--- config.mk ---
export PLATFORM = sky130hd
export DESIGN_NAME = apple_iie_timing_generator
export DESIGN_NICKNAME = d
export VERILOG_FILES = /design/src/rtl/apple_iie_timing_pkg.sv /design/src/rtl/apple_iie_timing_generator.sv
export SDC_FILE = /design/constraint.sdc
export NUM_CORES = 1
export LEC_CHECK = 0
export CAP_MARGIN = 20
export CORE_MARGIN = 1
export CORE_UTILIZATION = 41
export CTS_BUF_LIST = sky130_fd_sc_hd__clkbuf_4 sky130_fd_sc_hd__clkbuf_8 sky130_fd_sc_hd__clkbuf_16
export DETAILED_ROUTE_END_ITERATION = 8
export GPL_ROUTABILITY_DRIVEN = 0
export GPL_TIMING_DRIVEN = 0
export PLACE_DENSITY = 0.75
export SKIP_LAST_GASP = 1
export SLEW_MARGIN = 15
export SYNTH_ARGS = -nofsm -noshare
export SYNTH_HDL_FRONTEND = slang
export SYNTH_SLANG_ARGS = --single-unit
--- constraint.sdc ---
create_clock -name clk_14m -period 6.45 [get_ports clk_14m]
set_input_delay 0.9675 -clock clk_14m [delete_from_list [all_inputs] [get_ports clk_14m]]
set_output_delay 0.9675 -clock clk_14m [all_outputs]
set_load 0.02 [all_outputs]
--- src/rtl/apple_iie_timing_pkg.sv ---
// Shared timing constants for the Apple IIe bus timing generator.
// The MMU and video blocks import these so every block agrees on where the
// RAS/CAS/AX/Q3 edges fall inside a CPU cycle.
//   phase_t      : per-tick strobe vector (phi0, q3, pras_n, ax, pcas_n)
//   phase_decode : tick index + cycle length -> strobe vector
package apple_iie_timing_pkg;

    localparam int unsigned DEF_CYCLES_PER_LINE = 65;
    localparam int unsigned DEF_SHORT_TICKS     = 14;
    localparam int unsigned DEF_LONG_EXTRA      = 2;

    // Tick offsets within each half cycle (phi1 half, then phi0 half)
    localparam int unsigned RAS_OFFSET    = 3;
    localparam int unsigned AX_OFFSET     = 4;
    localparam int unsigned CAS_OFFSET    = 5;
    localparam int unsigned Q3_LOW_OFFSET = 4;

    typedef enum logic {
        ST_HOLD,
        ST_RUN
    } run_state_t;

    typedef struct packed {
        logic phi_0;
        logic q3;
        logic pras_n;
        logic ax;
        logic pcas_n;
    } phase_t;

    // A strobe is low from its offset to the end of each half cycle. The
    // phi0 half runs to len-1, so stretching the cycle stretches its low time.
    function automatic phase_t phase_decode(input logic [3:0]  t,
                                            input logic [4:0]  len,
                                            input int unsigned half);
        int unsigned ti;
        int unsigned li;
        phase_t      p;
        ti = 32'(t);
        li = 32'(len);
        p.phi_0  = (ti >= half);
        p.q3     = !((ti >= Q3_LOW_OFFSET && ti < half) ||
                     (ti >= half + Q3_LOW_OFFSET && ti < li));
        p.pras_n = !((ti >= RAS_OFFSET && ti < half) ||
                     (ti >= half + RAS_OFFSET && ti < li));
        p.ax     = !((ti >= AX_OFFSET && ti < half) ||
                     (ti >= half + AX_OFFSET && ti < li));
        p.pcas_n = !((ti >= CAS_OFFSET && ti < half) ||
                     (ti >= half + CAS_OFFSET && ti < li));
        return p;
    endfunction

endpackage

--- src/rtl/apple_iie_timing_generator.sv ---
// Apple IIe CPU/RAM bus timing generator.
// Divides the 14.318 MHz master clock into 65 CPU cycles per scanline; the
// last cycle of each line is stretched by LONG_EXTRA ticks (phi0 high) so the
// colour reference stays phase-locked to the line.
// Ports:
//   clk_14m        master clock
//   reset          synchronous, active-high
//   clk_7m         master/2
//   clk_color_ref  master/4, free running
//   clk_phi_0/1    CPU phases (phi0 high = CPU bus phase)
//   clk_q3         asymmetric 2 MHz strobe
//   pras_n/pcas_n  RAM row/column strobes, active low
//   ax             RAM address mux select, 1 = row address
//   line_start     one-tick pulse at tick 0 of cycle 0
//   long_cycle     high during the stretched cycle
//   cycle_count    CPU cycle index within the line
module apple_iie_timing_generator
    import apple_iie_timing_pkg::*;
#(
    parameter int unsigned CYCLES_PER_LINE = DEF_CYCLES_PER_LINE,
    parameter int unsigned SHORT_TICKS     = DEF_SHORT_TICKS,
    parameter int unsigned LONG_EXTRA      = DEF_LONG_EXTRA
) (
    input  logic       clk_14m,
    input  logic       reset,
    output logic       clk_7m,
    output logic       clk_color_ref,
    output logic       clk_phi_0,
    output logic       clk_phi_1,
    output logic       clk_q3,
    output logic       pras_n,
    output logic       pcas_n,
    output logic       ax,
    output logic       line_start,
    output logic       long_cycle,
    output logic [6:0] cycle_count
);

    localparam int unsigned HALF       = SHORT_TICKS / 2;
    localparam logic [4:0]  SHORT_LEN  = 5'(SHORT_TICKS);
    localparam logic [4:0]  LONG_LEN   = 5'(SHORT_TICKS + LONG_EXTRA);
    localparam logic [6:0]  LAST_CYCLE = 7'(CYCLES_PER_LINE - 1);

    run_state_t state_q;
    logic [3:0] t_q, t_d;
    logic [6:0] cyc_q, cyc_d;
    logic [1:0] c_q, c_d;
    logic [4:0] len_q, len_d;
    phase_t     ph_d;

    // Next-state counters. The first edge after reset release lands on
    // t=0 of cycle 0 (rather than t=1), hence the ST_HOLD step.
    always_comb begin
        len_q = (cyc_q == LAST_CYCLE) ? LONG_LEN : SHORT_LEN;
        t_d   = t_q;
        cyc_d = cyc_q;
        c_d   = c_q;
        if (state_q == ST_HOLD) begin
            t_d   = '0;
            cyc_d = '0;
            c_d   = '0;
        end else begin
            c_d = c_q + 2'd1;
            if ({1'b0, t_q} == len_q - 5'd1) begin
                t_d   = '0;
                cyc_d = (cyc_q == LAST_CYCLE) ? '0 : cyc_q + 7'd1;
            end else begin
                t_d = t_q + 4'd1;
            end
        end
        len_d = (cyc_d == LAST_CYCLE) ? LONG_LEN : SHORT_LEN;
        ph_d  = phase_decode(t_d, len_d, HALF);
    end

    always_ff @(posedge clk_14m) begin
        if (reset) begin
            state_q       <= ST_HOLD;
            t_q           <= '0;
            cyc_q         <= '0;
            c_q           <= '0;
            clk_7m        <= 1'b0;
            clk_color_ref <= 1'b0;
            clk_phi_0     <= 1'b0;
            clk_phi_1     <= 1'b1;
            clk_q3        <= 1'b1;
            pras_n        <= 1'b1;
            pcas_n        <= 1'b1;
            ax            <= 1'b1;
            line_start    <= 1'b0;
            long_cycle    <= 1'b0;
        end else begin
            state_q       <= ST_RUN;
            t_q           <= t_d;
            cyc_q         <= cyc_d;
            c_q           <= c_d;
            clk_7m        <= c_d[0];
            clk_color_ref <= c_d[1];
            clk_phi_0     <= ph_d.phi_0;
            clk_phi_1     <= ~ph_d.phi_0;
            clk_q3        <= ph_d.q3;
            pras_n        <= ph_d.pras_n;
            pcas_n        <= ph_d.pcas_n;
            ax            <= ph_d.ax;
            line_start    <= (t_d == 4'd0) && (cyc_d == 7'd0);
            long_cycle    <= (cyc_d == LAST_CYCLE);
        end
    end

    assign cycle_count = cyc_q;

endmodule
Yosys cells after proc, flatten, opt, wreduce, memory -nomap -nowiden
Index checks and enable logic that the tools add are counted. W data, S select, Z words.

Register bits: 23. Bits of input ports: 2. Output and inout bits: 17. Word-level logic and storage cells: 54.

$add $sub $neg: 4. Order comparisons: 9. Equal/unequal tests: 3. Mux-type cells: 9. Bitwise gates (word level): 1. Reductions and logical operators: 15.

Operator list (count): $mux W7 (3); $eq A7 B7 Y1 const B (2); $ge A4 B3 Y1 const B (3); $ge A4 B4 Y1 const B (3); $mux W5 (2); $mux W4 (2); $add A7 B1 Y7 const B (1); $logic_and A1 B1 Y1 (7); $logic_not A7 Y1 (1); $eq A4 B5 Y1 (1); $lt A4 B5 Y1 (1); $sub A5 B1 Y5 const B (1); $add A4 B1 Y4 const B (1); $ge A4 B2 Y1 const B (1); $logic_not A4 Y1 (1); $lt A4 B3 Y1 const B (1); $logic_not A1 Y1 (3); $logic_or A1 B1 Y1 (3); $add A2 B1 Y2 const B (1); $mux W2 (1); $mux W1 (1); $not A1 Y1 (1).

Depth between registers and ports, before layout
Gate-level depths: netlist of the first run.

Word-level depth: 12. Mapped depth: 13. Mapped depth without buffers: 13.

Worst setup path before layout of the first run
No wires, ideal clock.

Kind: flip-flop to flip-flop. From: register cyc_q[0], in the netlist cycle_count[0]. To: register pras_n. Library setup time: 0.122 ns. Arrival time: 2.573 ns. Required time: 6.328 ns. Path slack: 3.754 ns. Cell stages (with the launch flop): 14. Path buffers: 0. Period minus slack after synthesis: 2.696 ns. Cell sequence: dfxtp_1 > inv_1 > ha_1 > or4b_4 > o21ai_4 > nand3_1 > xor2_1 > o21ai_1 > nor2_1 > ha_1 > a41oi_1 > nor2_1 > o21ai_2 > nand3_1.

Word-level cells in the longest chain between the ends: 12. Elaborated cells on any way between the ends: 20. Classes of those cells: 2 x add/sub; 4 x order compare; 3 x eq/ne; 7 x mux; 4 x reduce/logical.

RTL lines: start: declaration (line apple_iie_timing_generator.sv:46) `logic [6:0] cyc_q, cyc_d;`; start signal: assignment (line apple_iie_timing_generator.sv:94) `cyc_q <= cyc_d;`; $eq A7 B7 Y1 (line apple_iie_timing_generator.sv:54, apple_iie_timing_generator.sv:66); $mux W5 (line apple_iie_timing_generator.sv:54) `len_q = (cyc_q == LAST_CYCLE) ? LONG_LEN : SHORT_LEN;`; $sub A5 B1 Y5 (line apple_iie_timing_generator.sv:64) `if ({1'b0, t_q} == len_q - 5'd1) begin`; $eq A4 B5 Y1 (line apple_iie_timing_generator.sv:64); $mux W7 * (line apple_iie_timing_generator.sv:64); $mux W7 * (line apple_iie_timing_generator.sv:58) `if (state_q == ST_HOLD) begin`; $eq A7 B7 Y1 * (line apple_iie_timing_generator.sv:71) `len_d = (cyc_d == LAST_CYCLE) ? LONG_LEN : SHORT_LEN;`; $mux W5 * (line apple_iie_timing_generator.sv:71); named net len_d[4] (line apple_iie_timing_generator.sv:48) `logic [4:0] len_q, len_d;`; $lt A4 B5 Y1 * (line apple_iie_timing_pkg.sv:45) `(ti >= half + RAS_OFFSET && ti < li));`; $logic_and A1 B1 Y1 * (line apple_iie_timing_pkg.sv:45); $logic_or A1 B1 Y1 * (line apple_iie_timing_pkg.sv:44) `p.pras_n = !((ti >= RAS_OFFSET && ti < half) ||`; $logic_not A1 Y1 * (line apple_iie_timing_pkg.sv:44); end signal: assignment (line apple_iie_timing_generator.sv:101) `pras_n <= ph_d.pras_n;`; end: declaration (line apple_iie_timing_generator.sv:31) `output logic pras_n,`.

The timed path passes the listed nets; every way through them passes the cells marked *. A chain may end at the register's enable or synchronous reset.

Worst setup path after layout of the first run
From: register cyc_q[0], in the netlist cycle_count[0]. To: register ax.

Word-level cells in the longest chain between the ends: 12. Elaborated cells on any way between the ends: 20. Classes of those cells: 2 x add/sub; 4 x order compare; 3 x eq/ne; 7 x mux; 4 x reduce/logical.

RTL lines: $eq A7 B7 Y1 (line apple_iie_timing_generator.sv:54, apple_iie_timing_generator.sv:66); $mux W5 (line apple_iie_timing_generator.sv:54); $sub A5 B1 Y5 (line apple_iie_timing_generator.sv:64); $eq A4 B5 Y1 (line apple_iie_timing_generator.sv:64); $mux W7 * (line apple_iie_timing_generator.sv:64); $mux W7 * (line apple_iie_timing_generator.sv:58); $eq A7 B7 Y1 * (line apple_iie_timing_generator.sv:71); $mux W5 * (line apple_iie_timing_generator.sv:71); named net len_d[4] (line apple_iie_timing_generator.sv:48); $lt A4 B5 Y1 * (line apple_iie_timing_pkg.sv:47) `(ti >= half + AX_OFFSET && ti < li));`; $logic_and A1 B1 Y1 * (line apple_iie_timing_pkg.sv:47); $logic_or A1 B1 Y1 * (line apple_iie_timing_pkg.sv:46) `p.ax = !((ti >= AX_OFFSET && ti < half) ||`; $logic_not A1 Y1 * (line apple_iie_timing_pkg.sv:46); end signal: assignment (line apple_iie_timing_generator.sv:103) `ax <= ph_d.ax;`; end: declaration (line apple_iie_timing_generator.sv:33) `output logic ax,`.

Marks and branches as above.

==> flow_metrics.py, run 1 <==
metrics = {
    "floorplan": {
        "initial_utilization_pct": 44.6,
        "chipHeight_um": 54.6,
        "fp.dieW_um": 54.6,
        "die_area_mm2": 0.00299,
        "pin_count": 19,
        "num_rows": 18,
        "core-area_mm2": 0.00254,
    },
    "sta": {
        "hold_ws_ns": 0.479,
        "hold_viol": 0,
        "finalCritPeriodShare_pct": 46.0,
        "finalCriticalPeriod_ns": 2.97,
        "tightestPinTransition_ns": 0.834,
        "setup_slack_ns": 3.48,
        "clock_skew_ns": 0.00452,
        "setup_viol": 0,
        "tns_ns": 0,
        "relSlewSlack_pct": 43.9,
        "clock.fmax_ghz": 0.337,
        "rsz0062_at_grt": "false",
        "slew_viol_final": 0,
    },
    "place": {
        "place_ws_ns": 3.51,
        "numPortBuffers": 18,
        "dp_hpwl_um": 1810,
        "dp.cells": 188,
        "placed_area_mm2": 0.00135,
    },
    "min_path": {
        "hold_depth": 1,
        "min_to": "c_q[0]",
        "min_path_type": "reg -> reg",
        "hold_path_startpoint": "c_q[0]",
    },
    "pwr": {
        "power_leakage_nw": 0.543,
        "power_mw": 0.221,
        "peakVddDrop_mv": 0.112,
        "powerDensity_mw_per_mm2": 160,
    },
    "setup_path": {
        "crit_chain": "inv_1 > ha_1 > or4b_4 > nor2_1 > o21ai_0 > a21oi_1 > nand4_2 > nor2_1 > ha_1 > a41oi_1 > nor2_1 > o21ai_2 > nand3b_1",
        "cp-end-kind": "register",
        "cpMaxStageDelayCell": "or4b_4",
        "crit_buf_inv": 1,
        "cpPeakStageDelay_ns": 0.49,
        "setup.worst_path.start_class": "register",
        "r2r_start": "cycle_count[0]",
        "critical_path_class": "reg -> reg",
        "crit_path_max_fanout": 6,
        "cp_top_family": "simple AND/OR/NAND/NOR gates",
        "r2r-end": "ax",
        "rr_worst_depth": 13,
        "crit_arrival_ns": 3.18,
        "cp.required_ns": 6.66,
        "crit_path_frequent_cell": "nor2_1",
        "regToRegSetupSlack_ns": 3.48,
    },
    "routing": {
        "routed_wl_um": 2460,
        "vias_per_cell": 5.45,
        "met3_length_um": 113,
        "antenna_left": 0,
        "met2_length_um": 1140,
        "highest_layer": "met4",
        "first_pass_iters": 4,
        "wl_per_cell_um": 12.8,
        "drc": 0,
        "vias": 1046,
        "met1_length_um": 1180,
        "first_iter_violations": 53,
    },
    "logic_synthesis": {
        "syn-mean-instance-area_um2": 8.11,
        "synth_cells": 140,
        "synth_flop_cell": "dfxtp_1",
        "synth_cell_type_count": 45,
        "async_flop_share_pct": 0,
        "ys_seq_area_share_pct": 37.0,
        "syn-num-nets": 146,
        "yosysWarnings": 0,
        "netlist_area_mm2": 0.00114,
        "synth-edff-count": 0,
        "synth_seq_cells": 21,
    },
    "global_routing": {
        "grt_max_degree": 12,
        "grtUsageTotal_pct": 19.7,
        "antenna_found_initial": 0,
        "grt-ovfl-total": 0,
        "grt_first_pass_wirelength_um": 4150,
        "grt_pass1_vias": 914,
    },
    "clock_tree": {
        "cts_resized": 0,
        "clkTransAtPathRegs_ns": 0.12,
        "cts_made_buffers": 3,
        "ctsHoldBuffers": 0,
        "root_buffer": "clkbuf_4",
        "cts_buffer_depth": 2,
        "cts_setup_buffers": 0,
        "cts_max_level": 1,
        "cts_tree": "done",
        "clock-sinks": 21,
        "clk_latency_ns": 0.31,
    },
    "final_layout": {
        "drive_gt1_share_pct": 9.26,
        "design_area_mm2": 0.00138,
        "utilization_pct": 54.4,
        "layoutNonFillerInstCount": 192,
        "area_delta_synth_final_pct": 21.8,
        "final_common_cell": "nor2_1",
        "fin_nets": 169,
        "fill_cells": 240,
        "num_antenna_cells": 0,
        "mostFrequentLayoutCells": "26 x nor2_1, 21 x dfxtp_1, 18 x clkdlybuf4s50_1",
    },
    "outcome": {
        "status": "finished clean",
    },
    "flow_run": {
        "maxCapViolations": 0,
    },
}
layout make-up:
| cell class | instances | area (um2) | share of cell area [%] |
|---|---|---|---|
| plain buffers | 6 | 36.3 | 2.62 |
| clock buffers | 4 | 30.0 | 2.17 |
| inverters | 7 | 26.3 | 1.90 |
| multi-input cells | 106 | 653 | 47.2 |
| flip-flops and latches | 21 | 420 | 30.4 |
| well taps | 30 | 37.5 | 2.71 |
| repair buffers | 18 | 180 | 13.0 |
where the power goes:
part	switching [mW]	internal (mW)
logic	0.0114	0.00748
registers	0.00128	0.132
clock network	0.0405	0.0284
total	0.0531	0.168
state kept, by name (all words and copies together), names as in the netlist:
signal / cells
cycle_count: 7
t_q: 4
ax: 1
c_q: 1
clk_color_ref: 1
clk_phi_0: 1
clk_phi_1: 1
line_start: 1
long_cycle: 1
pcas_n: 1
pras_n: 1
state_q: 1
cell usage after synthesis, types with 2 or more instances:
cell type,n,area (um2)
nor2_1,26,97.6
inv_1,7,26.3
nand2b_1,2,12.5
a21oi_1,7,35.0
dfxtp_1,21,420
nand2_1,14,52.6
nor4b_1,2,17.5
and4_1,2,17.5
nand3_1,10,50.1
nand4_1,2,12.5
o21ai_0,4,20.0
xnor2_1,3,26.3
and2_1,2,12.5
ha_1,4,50.1
a31oi_1,2,12.5
buf_2,2,10.0
a21boi_0,2,15.0
cell families (layout without fill, tap and decap cells):
logic type / Yosys count / in the layout / share of synthesized area [%]
compound gates: 24 / 24 / 14.3
xor+xnor: 4 / 4 / 3.08
fa+ha+maj: 4 / 4 / 4.41
buf+inv: 13 / 35 / 5.51
flops: 21 / 21 / 37.0
mux: 2 / 2 / 2.86
simple gates: 72 / 72 / 32.8
worst reg2reg max path: cells and delay by family, from the launching register on:
kind / cells / cell delay (ns)
AOI/OAI and AO/OA: 4 / 0.80
DFF: 1 / 0.37
adders and majority gates: 2 / 0.41
and+or+nand+nor: 6 / 1.16
buffers and inverters: 1 / 0.12
worst max-delay path by stage:
stage / start / end / slack [ns] / depth (start not counted)
after floorplan: cycle_count[0] / pras_n / 3.75 / 13
after global placement: cycle_count[0] / ax / 3.61 / 13
after detailed placement: cycle_count[0] / ax / 3.51 / 13
after CTS: cycle_count[0] / ax / 3.50 / 13
after global routing: cycle_count[0] / ax / 3.16 / 13
final: cycle_count[0] / ax / 3.48 / 13
routing by layer:
layer / up-vias / global-route usage (%)
met4: 0 / 7.69
met3: 4 / 4.72
li1: 533 / -
met1: 476 / 26.5
met5: - / 0
met2: 33 / 29.9
Note: power is estimated with default switching activity, not from simulation.
==> run 2, diff against run 1 <==
--- a/config.mk
+++ b/config.mk
@@ -12,7 +12,7 @@
 export DETAILED_ROUTE_END_ITERATION = 8
 export GPL_ROUTABILITY_DRIVEN = 0
 export GPL_TIMING_DRIVEN = 0
-export PLACE_DENSITY = 0.75
+export PLACE_DENSITY = 0.78
 export SKIP_LAST_GASP = 1
 export SLEW_MARGIN = 15
 export SYNTH_ARGS = -nofsm -noshare
==> constraint.sdc (replaced) <==
create_clock -name clk_14m -period 2.55 [get_ports clk_14m]
set_input_delay 0.3825 -clock clk_14m [delete_from_list [all_inputs] [get_ports clk_14m]]
set_output_delay 0.3825 -clock clk_14m [all_outputs]
set_load 0.02 [all_outputs]
==> flow_metrics.py, run 2 (same netlist as run 1, synthesis figures left out) <==
metrics = {
    "outcome": {
        "status": "finished with violations",
        "violations": "negative setup slack",
    },
    "routing": {
        "first_pass_iters": 4,
        "first_iter_violations": 60,
        "vias_per_cell": 6.00,
        "vias": 1217,
        "routed_wl_um": 3100,
        "drc": 0,
        "wl_per_cell_um": 15.3,
        "antenna_left": 0,
    },
    "flow_run": {
        "maxCapViolations": 0,
    },
    "final_layout": {
        "fin_nets": 180,
        "drive_gt1_share_pct": 23.7,
        "mostFrequentLayoutCells": "25 x nor2_1, 19 x dfxtp_1, 18 x clkdlybuf4s50_1",
        "final_common_cell": "nor2_1",
        "fill_cells": 215,
        "layoutNonFillerInstCount": 203,
        "area_delta_synth_final_pct": 37.3,
        "largest_reg_flops": 7,
        "num_antenna_cells": 0,
    },
    "sta": {
        "clock.fmax_ghz": 0.367,
        "finalCriticalPeriod_ns": 2.72,
        "setup_slack_ns": -0.173,
        "slew_viol_final": 0,
        "setup_viol": 3,
        "relSlewSlack_pct": 44.6,
        "finalCritPeriodShare_pct": 107,
        "clock_skew_ns": 0.00516,
        "hold_viol": 0,
        "tightestPinTransition_ns": 0.825,
        "rsz0062_at_grt": "true",
    },
    "floorplan": {
        "num_rows": 18,
        "initial_utilization_pct": 44.6,
        "pin_count": 19,
        "fp.dieW_um": 54.6,
        "chipHeight_um": 54.6,
        "core-area_mm2": 0.00254,
        "die_area_mm2": 0.00299,
    },
    "global_routing": {
        "grtUsageTotal_pct": 23.3,
        "grt_first_pass_wirelength_um": 4910,
        "grt_pass1_vias": 1090,
        "grt-ovfl-total": 0,
        "antenna_found_initial": 0,
        "grt_max_degree": 12,
    },
    "setup_path": {
        "cp.required_ns": 2.76,
        "cp-end-kind": "register",
        "setup.worst_path.start_class": "register",
        "crit_path_max_fanout": 4,
        "critical_path_class": "reg -> reg",
        "crit_arrival_ns": 2.93,
    },
    "min_path": {
        "min_path_type": "reg -> reg",
    },
    "place": {
        "dp.cells": 188,
        "dp_hpwl_um": 1830,
        "numPortBuffers": 18,
        "place_ws_ns": -0.238,
    },
    "pwr": {
        "power_mw": 0.563,
        "power_leakage_nw": 0.606,
        "powerDensity_mw_per_mm2": 361,
        "peakVddDrop_mv": 0.281,
    },
    "clock_tree": {
        "clock-sinks": 21,
        "cts_max_level": 1,
        "cts_tree": "done",
        "clkTransAtPathRegs_ns": 0.11,
        "cts_buffer_depth": 2,
        "clk_latency_ns": 0.32,
        "cts_made_buffers": 3,
        "root_buffer": "clkbuf_4",
    },
}
## run 2: layout make-up
cell class | instances | area (um2) | share of cell area [%]
Buffer | 6 | 38.8 | 2.49
Timing Repair Buffer | 29 | 263 | 16.8
Tap cell | 30 | 37.5 | 2.41
Inverter | 7 | 31.3 | 2.00
Clock buffer | 4 | 30.0 | 1.92
Multi-Input combinational cell | 106 | 732 | 46.9
Sequential cell | 21 | 428 | 27.4
## run 2: routing by layer
| layer | global-route usage (%) | share of wire (%) |
|---|---|---|
| met1 | 29.8 | 39 |
| met2 | 37.8 | 48 |
| met3 | 3.61 | 9.0 |
| met4 | 10.7 | 3.1 |
| met5 | 0 | 0 |
## run 2: path summary, 6_finish.rpt
kind                   from      to  slack, ns  cells after the start
min                  c_q[0]  c_q[0]       0.48                      1
max          cycle_count[0]  pras_n      -0.17                     13
max reg2reg  cycle_count[0]  pras_n      -0.17                     13
min reg2reg          c_q[0]  c_q[0]       0.48                      1
## run 2: timing repair
| item | 4_1_cts | 5_1_grt |
|---|---|---|
| gates resized for setup | 12 | 7 |
| setup endpoints to repair | 3 | 3 |
| setup buffers | 9 | 2 |
| hold buffers | 0 | 0 |
| pin swaps | 10 | 11 |
## run 2: where the power goes
part | internal [mW] | switching, mW
clock | 0.0720 | 0.104
sequential | 0.332 | 0.00345
combinational | 0.0202 | 0.0318
total | 0.424 | 0.139
## run 2: metrics by stage
stage	instance area (um2)	setup TNS, ns	hold WS [ns]	util (%)
detailed placement	1380	-0.684	0.458	54.0
CTS	1520	-0.429	0.486	59.9
floorplan	1160	-0.00911	0.455	-
finish	1560	-0.495	0.476	61.3
global route	1560	-0.824	0.514	61.3
global placement	1380	-0.611	0.436	54.0
## run 2: worst max-delay path: stages (launching register included)
cell and delay (ns):
dfxtp_4 0.39, inv_4 0.07, ha_4 0.12, or4b_4 0.49
o21ai_4 0.24, a21boi_1 0.14, o21a_1 0.26, nand4_4 0.12
nor2_1 0.06, ha_1 0.28, a41oi_2 0.17, nor2_1 0.07
o21ai_2 0.12, nand3_1 0.09
==> run 3, diff against run 2 <==
--- a/config.mk
+++ b/config.mk
@@ -6,7 +6,7 @@
 export NUM_CORES = 1
 export LEC_CHECK = 0
 export CAP_MARGIN = 20
-export CORE_MARGIN = 1
+export CORE_MARGIN = 2
 export CORE_UTILIZATION = 41
 export CTS_BUF_LIST = sky130_fd_sc_hd__clkbuf_4 sky130_fd_sc_hd__clkbuf_8 sky130_fd_sc_hd__clkbuf_16
 export DETAILED_ROUTE_END_ITERATION = 8
==> flow_metrics.py, run 3 (same netlist as run 1, synthesis figures left out) <==
metrics = {
    "routing": {
        "antenna_left": 0,
        "vias": 1165,
        "first_iter_violations": 34,
        "drc": 0,
        "routed_wl_um": 2930,
        "vias_per_cell": 5.63,
        "first_pass_iters": 4,
        "wl_per_cell_um": 14.2,
    },
    "min_path": {
        "min_path_type": "reg -> reg",
    },
    "clock_tree": {
        "clkTransAtPathRegs_ns": 0.12,
        "ctsHoldBuffers": 0,
        "clock-sinks": 21,
        "cts_max_level": 1,
        "cts_tree": "done",
        "clk_latency_ns": 0.31,
        "root_buffer": "clkbuf_4",
        "cts_made_buffers": 3,
        "cts_buffer_depth": 2,
    },
    "sta": {
        "hold_viol": 0,
        "hold_ws_ns": 0.482,
        "tightestPinTransition_ns": 0.950,
        "clock_skew_ns": 0.00796,
        "setup_slack_ns": -0.156,
        "rsz0062_at_grt": "true",
        "finalCriticalPeriod_ns": 2.71,
        "slew_viol_final": 0,
        "tns_ns": -0.442,
        "finalCritPeriodShare_pct": 106,
        "clock.fmax_ghz": 0.370,
        "setup_viol": 3,
        "relSlewSlack_pct": 36.1,
    },
    "pwr": {
        "peakVddDrop_mv": 0.373,
        "powerDensity_mw_per_mm2": 352,
        "power_mw": 0.563,
        "power_leakage_nw": 0.622,
    },
    "final_layout": {
        "multi_input_area_um2": 742,
        "num_antenna_cells": 0,
        "fill_cells": 236,
        "largest_reg_flops": 7,
        "utilization_pct": 59.5,
        "drive_gt1_share_pct": 26.7,
        "final_common_cell": "nor2_1",
        "design_area_mm2": 0.00160,
        "area_delta_synth_final_pct": 40.7,
        "fin_nets": 183,
        "layout.area.seq_um2": 429,
        "layoutNonFillerInstCount": 207,
        "mostFrequentLayoutCells": "23 x nor2_1, 18 x dfxtp_1, 18 x clkdlybuf4s50_1",
    },
    "floorplan": {
        "initial_utilization_pct": 42.3,
        "num_rows": 19,
        "pin_count": 19,
        "chipHeight_um": 56.6,
        "fp.dieW_um": 56.6,
        "core-area_mm2": 0.00269,
        "die_area_mm2": 0.00321,
    },
    "setup_path": {
        "critical_path_class": "reg -> reg",
        "cp.depth": 13,
        "rr_worst_depth": 13,
        "crit_path_start": "cycle_count[0]",
        "endpoint": "ax",
        "r2r-end": "ax",
        "setup.worst_path.start_class": "register",
        "crit_path_max_fanout": 4,
        "crit_buf_inv": 1,
        "cp.required_ns": 2.76,
        "regToRegSetupSlack_ns": -0.16,
        "cp-end-kind": "register",
        "crit_arrival_ns": 2.92,
        "cpPeakStageDelay_ns": 0.50,
        "cpMaxStageDelayCell": "or4b_4",
        "r2r_start": "cycle_count[0]",
        "cp_top_family": "simple AND/OR/NAND/NOR gates",
        "crit_chain": "inv_4 > ha_4 > or4b_4 > o21ai_4 > nand3_2 > xor2_2 > o21ai_2 > nor2_2 > ha_1 > a41oi_2 > nor2_2 > o21ai_2 > nand3b_1",
    },
    "global_routing": {
        "grt-ovfl-total": 0,
        "grt_pass1_vias": 1048,
        "grt_first_pass_wirelength_um": 4780,
        "grtUsageTotal_pct": 19.1,
        "antenna_found_initial": 0,
        "grt_max_degree": 12,
    },
    "flow_run": {
        "maxCapViolations": 0,
    },
    "place": {
        "numPortBuffers": 18,
        "dp_hpwl_um": 1850,
        "placed_area_mm2": 0.00138,
        "place_ws_ns": -0.272,
        "dp.cells": 189,
    },
    "outcome": {
        "status": "finished with violations",
        "violations": "negative setup slack",
    },
}
-- run 3: worst min path at each step --
stage | start | end | slack, ns | cells past startpoint
5_1_grt | c_q[0] | c_q[0] | 0.52 | 1
4_1_cts | c_q[0] | c_q[0] | 0.48 | 1
3_5_place_dp | c_q[0] | c_q[0] | 0.45 | 1
6_report | c_q[0] | c_q[0] | 0.48 | 1
3_3_place_gp | c_q[0] | c_q[0] | 0.43 | 1
2_1_floorplan | reset | cycle_count[4] | 0.45 | 1
-- run 3: repair_timing --
| item | CTS | global route |
|---|---|---|
| resized for setup | 16 | 7 |
| setup buffers | 9 | 5 |
| setup endpoints to repair | 3 | 3 |
| pin swaps | 12 | 12 |
-- run 3: cell type report --
cell class,count,share of cell area (%)
Multi-Input combinational cell,106,46.4
Sequential cell,21,26.8
Timing Repair Buffer,32,17.8
Buffer,6,2.66
Tap cell,31,2.43
Inverter,7,1.96
Clock buffer,4,1.88
-- run 3: where the power goes --
part	leakage [nW]	switching, mW	internal (mW)	total, mW
clock network	0.0184	0.102	0.0718	0.174
logic	0.431	0.0320	0.0214	0.0534
registers	0.173	0.00354	0.332	0.335
total	0.622	0.138	0.425	0.563
-- run 3: worst reg2reg max path: cells and delay by family, from the launching register on --
family                     cells  cell delay (ns)
buffers and inverters          1             0.07
DFF                            1             0.39
adders and majority gates      2             0.41
xor gates and xnor gates       1             0.19
AOI/OAI and AO/OA              4             0.72
and+or+nand+nor                5             0.85
-- run 3: metal layers --
metal  track usage [%]  part of all wire (%)
met2              29.2                    50
met4              9.52                   2.6
met1              25.8                    43
met3              3.46                   4.4
met5                 0                     0
